## src/rtl/pe_relu_bwd.sv

```systemverilog
// pe_relu_bwd: records forward ReLU masks in a 1-bit FIFO and gates returning gradients with them.
module pe_relu_bwd #(
  parameter int W = 24,
  parameter int DEPTH = 64
) (
  input  logic                       clk,
  input  logic                       rst,
  input  logic                       flush,
  input  logic                       fwd_valid,
  output logic                       fwd_ready,
  input  logic [W-1:0]               fwd_din,
  input  logic                       grad_valid,
  output logic                       grad_ready,
  input  logic [W-1:0]               grad_din,
  output logic                       out_valid,
  input  logic                       out_ready,
  output logic [W-1:0]               out_dout,
  output logic [$clog2(DEPTH+1)-1:0] count,
  output logic                       empty,
  output logic                       full,
  output logic [15:0]                zero_cnt
);
  localparam int AW = $clog2(DEPTH);
  localparam int CW = $clog2(DEPTH+1);
  logic [DEPTH-1:0] mem;
  logic [AW-1:0] wp, rp;
  logic push, pop, mask;
  assign empty = count == '0;
  assign full = count == CW'(DEPTH);
  assign fwd_ready = !rst && !flush && !full;
  assign grad_ready = !rst && !flush && !empty && (!out_valid || out_ready);
  assign push = fwd_valid && fwd_ready;
  assign pop = grad_valid && grad_ready;
  assign mask = mem[rp];
  // Mask storage needs no reset: entries are only read after being written.
  always_ff @(posedge clk)
    if (push) mem[wp] <= ~fwd_din[W-1];
  always_ff @(posedge clk) begin
    if (rst) begin
      wp <= '0;
      rp <= '0;
      count <= '0;
      out_valid <= 1'b0;
      out_dout <= '0;
      zero_cnt <= '0;
    end else if (flush) begin
      wp <= '0;
      rp <= '0;
      count <= '0;
      out_valid <= 1'b0;
      zero_cnt <= '0;
    end else begin
      if (push) wp <= wp + AW'(1);
      if (pop) rp <= rp + AW'(1);
      count <= count + CW'(push) - CW'(pop);
      out_valid <= pop ? 1'b1 : (out_ready ? 1'b0 : out_valid);
      if (pop) out_dout <= mask ? grad_din : '0;
      if (pop && !mask && zero_cnt != 16'hFFFF) zero_cnt <= zero_cnt + 16'd1;
    end
  end
endmodule

```

## config.mk

```make
export PLATFORM = sky130hd
export DESIGN_NAME = pe_relu_bwd
export DESIGN_NICKNAME = d
export VERILOG_FILES = /design/src/rtl/pe_relu_bwd.sv
export SDC_FILE = /design/constraint.sdc
export NUM_CORES = 1
export LEC_CHECK = 0
export CAP_MARGIN = 25
export CORE_MARGIN = 1
export CORE_UTILIZATION = 55
export CTS_BUF_LIST = sky130_fd_sc_hd__clkbuf_4 sky130_fd_sc_hd__clkbuf_8
export CTS_CLUSTER_DIAMETER = 120
export CTS_CLUSTER_SIZE = 10
export DETAILED_ROUTE_END_ITERATION = 10
export GPL_ROUTABILITY_DRIVEN = 0
export GPL_TIMING_DRIVEN = 0
export PLACE_DENSITY = 0.84
export SYNTH_ARGS = -nofsm -noshare
export SYNTH_HDL_FRONTEND = slang
export SYNTH_SLANG_ARGS = --single-unit
```

## constraint.sdc

```tcl
create_clock -name clk -period 8.5 [get_ports clk]
set_clock_uncertainty 0.15 [all_clocks]
set_input_delay 1.275 -clock clk [delete_from_list [all_inputs] [get_ports clk]]
set_output_delay 1.275 -clock clk [all_outputs]
set_load 0.03 [all_outputs]
```

==> impl_metrics.tcl <==
set metrics [dict create \
    status "finished clean" \
    ys_types 46 \
    power.density_nw_per_um2 213 \
    fin_util_pct 72.9 \
    power_leakage_nw 2.28 \
    yosysWarnings 0 \
    fin_hold_ws_ns 0.329 \
    required_ns 7.07 \
    num_io_pins 106 \
    start_util_pct 57.9 \
    avgSynthCellArea_um2 11.3 \
    hold_violations 0 \
    synth_most_common_cell "nor2_1" \
    grt_use_total_pct 26.4 \
    rsz0062_at_grt "no" \
    maxSlewHeadroom_pct 48.7 \
    mappedNetlistArea_um2 5460 \
    grt.busiest_layer "met2" \
    grt_pass1_wl_um 20200 \
    start_kind "primary input" \
    coreArea_um2 9420 \
    seq_area_um2 3120 \
    synth_edf_count 64 \
    final_max_slew_viol_count 0 \
    max_clock_freq_mhz 205 \
    drc 0 \
    cts-root-buf "clkbuf_8" \
    async_reset_ff_share_pct 0 \
    grt_overflow 0 \
    clock_latency_ns 0.43 \
    endpoint_kind "primary output" \
    clk_pin_slew_worst_paths_ns 0.07 \
    grtUsageMet2_pct 43.7 \
    final_antenna_net_count 0 \
    fin_crit_ns 4.87 \
    num_vias 4211 \
    drv_cap 0 \
    grt_max_degree 45 \
    cts_resized 0 \
    dr.pass1.iters 5 \
    area_growth_syn_to_layout_pct 25.8 \
    cts.sink_count 124 \
    clockBufferDepth 2 \
    syn_inst 483 \
    drive_above_1_share_pct 9.70 \
    hpwl_um 8530 \
    grt_pass1_vias 4171 \
    final_cell_area_um2 6860 \
    holdBufCountCts 0 \
    post-cts-setup-buffers 0 \
    antenna_found_initial 0 \
    avgViaCountPerCell 5.79 \
    crit_path_max_fanout 10 \
    multiInputGateArea_um2 2120 \
    tightest_slew_ns 0.765 \
    die_h_um 102 \
    drt-total-wl_um 12500 \
    hp-class "register to register" \
    cts_buffers 17 \
    synth_nets 550 \
    num_rows 35 \
    yosysTopAreaCellShare_pct 35.2 \
    critPathArrivalTime_ns 3.44 \
    tns_ns 0 \
    use_met3_pct 7.38 \
    nFillCells 630 \
    cts_tree "yes" \
    yosys-top-cells-area "edfxtp_1 (35%), dfxtp_1 (22%), nor2_1 (6.1%)" \
    yosysTopAreaCell "edfxtp_1" \
    path_class "primary input to primary output" \
    dpl_cell_area_um2 6460 \
    grt_use_met1_pct 32.6 \
    synth.yosys.seq_area_share_pct 57.2 \
    setup_viol 0 \
    antenna_cells 0 \
    dieArea_um2 10300 \
    period_share_pct 57.3 \
    fp.dieW_um 102 \
    drt_iter0_drc 411 \
    synth_commonest_cells "nor2_1 (88), edfxtp_1 (64), dfxtp_1 (60)" \
    htree_levels 4 \
    nNetsFinal 652 \
    ys_ff_latch 124 \
    wire_per_inst_um 17.2 \
    numPortBuffers 82 \
    synth-main-ff-cell "edfxtp_1" \
    ir_worst_vdd_mv 0.152 \
]
layout make-up:
class	instances	share of cell area [%]
buffer	31	2.04
clock buffer	25	4.56
clock inverter	7	1.26
inverter	18	0.984
multi-input combinational	310	31.0
sequential	124	45.5
tap	129	2.35
timing repair buffer	83	12.4
report_power, final:
part           leakage [nW]  switching [W]  total [W]  internal, W
logic                  1.00       0.000159   0.000279     0.000120
registers              1.06      0.0000160   0.000664     0.000648
clock network         0.215       0.000219   0.000518     0.000299
total                  2.28       0.000394    0.00146      0.00107
cell usage in the layout (no fill, tap or decap), drive strengths merged, types with 2 or more instances in the layout:
master,n
edfxtp,64
and4,3
nand2b,2
nor2,88
nand3b,3
and3,7
a22o,24
mux2i,11
o211ai,3
a32o,3
clkinv,4
xnor2,9
a21oi,20
or3,3
mux4,11
nor2b,5
ha,12
bufinv,2
dfxtp,60
o21bai,2
or2,2
nand2,24
o21ai,5
nand3,9
o221ai,4
o31ai,13
clkbuf,44
inv,19
buf,13
or3b,2
nand4,8
clkdlybuf4s50,82
or4,13
and2,7
a211o,2
xor2,5
routing by layer:
layer	vias up	routed length, µm
li1	1969	-
met1	2013	4990
met2	204	6220
met3	25	1060
met4	0	250
met5	-	0
logic make-up (layout without fill, tap and decap cells):
kind of cell	after synthesis	after routing	share of synthesized area (%)
adder cells (fa/ha/maj)	13	13	3.12
buffers and inverters	49	164	3.81
AND/OR/NAND/NOR	180	180	16.1
AO/OA/AOI/OAI	81	81	10.9
XOR/XNOR	14	14	2.25
flip-flops	124	124	57.2
multiplexers	22	22	6.56
state kept, by name (all words and copies together), names as in the netlist:
| register | flops |
|---|---|
| count | 7 |
| wp | 6 |
| mem | 64 |
| rp | 6 |
| zero_cnt | 16 |
| out_dout | 24 |
| out_valid | 1 |
per-stage QoR:
stage | total power (W) | worst slack, ns | instances
4_1_cts | 0.00146 | 3.64 | 727
6_report | 0.00146 | 3.63 | 727
3_5_place_dp | 0.000953 | 3.28 | 695
5_1_grt | 0.00151 | 3.43 | 727
3_3_place_gp | 0.000942 | 3.44 | 694
2_1_floorplan | 0.000848 | 4.00 | 483
path summary, 6_finish.rpt:
check	startpoint	endpoint	slack (ns)	depth (start not counted)
worst min-delay path	out_dout[18]$_SDFFE_PP0P_	out_dout[18]$_SDFFE_PP0P_	0.33	1
worst max register to register	count[3]$_SDFF_PP0_	count[6]$_SDFF_PP0_	4.64	15
worst max-delay path	rst	fwd_ready	3.63	6
worst min register to register	out_dout[18]$_SDFFE_PP0P_	out_dout[18]$_SDFFE_PP0P_	0.33	1
critical path, cell delays in order:
cell and delay (ns):
clkdlybuf4s50_1 0.45, or2_2 0.28, clkbuf_1 0.15, clkbuf_1 0.31
a21oi_1 0.25, clkdlybuf4s50_1 0.72
No activity file was read; power rests on OpenSTA's default activity.
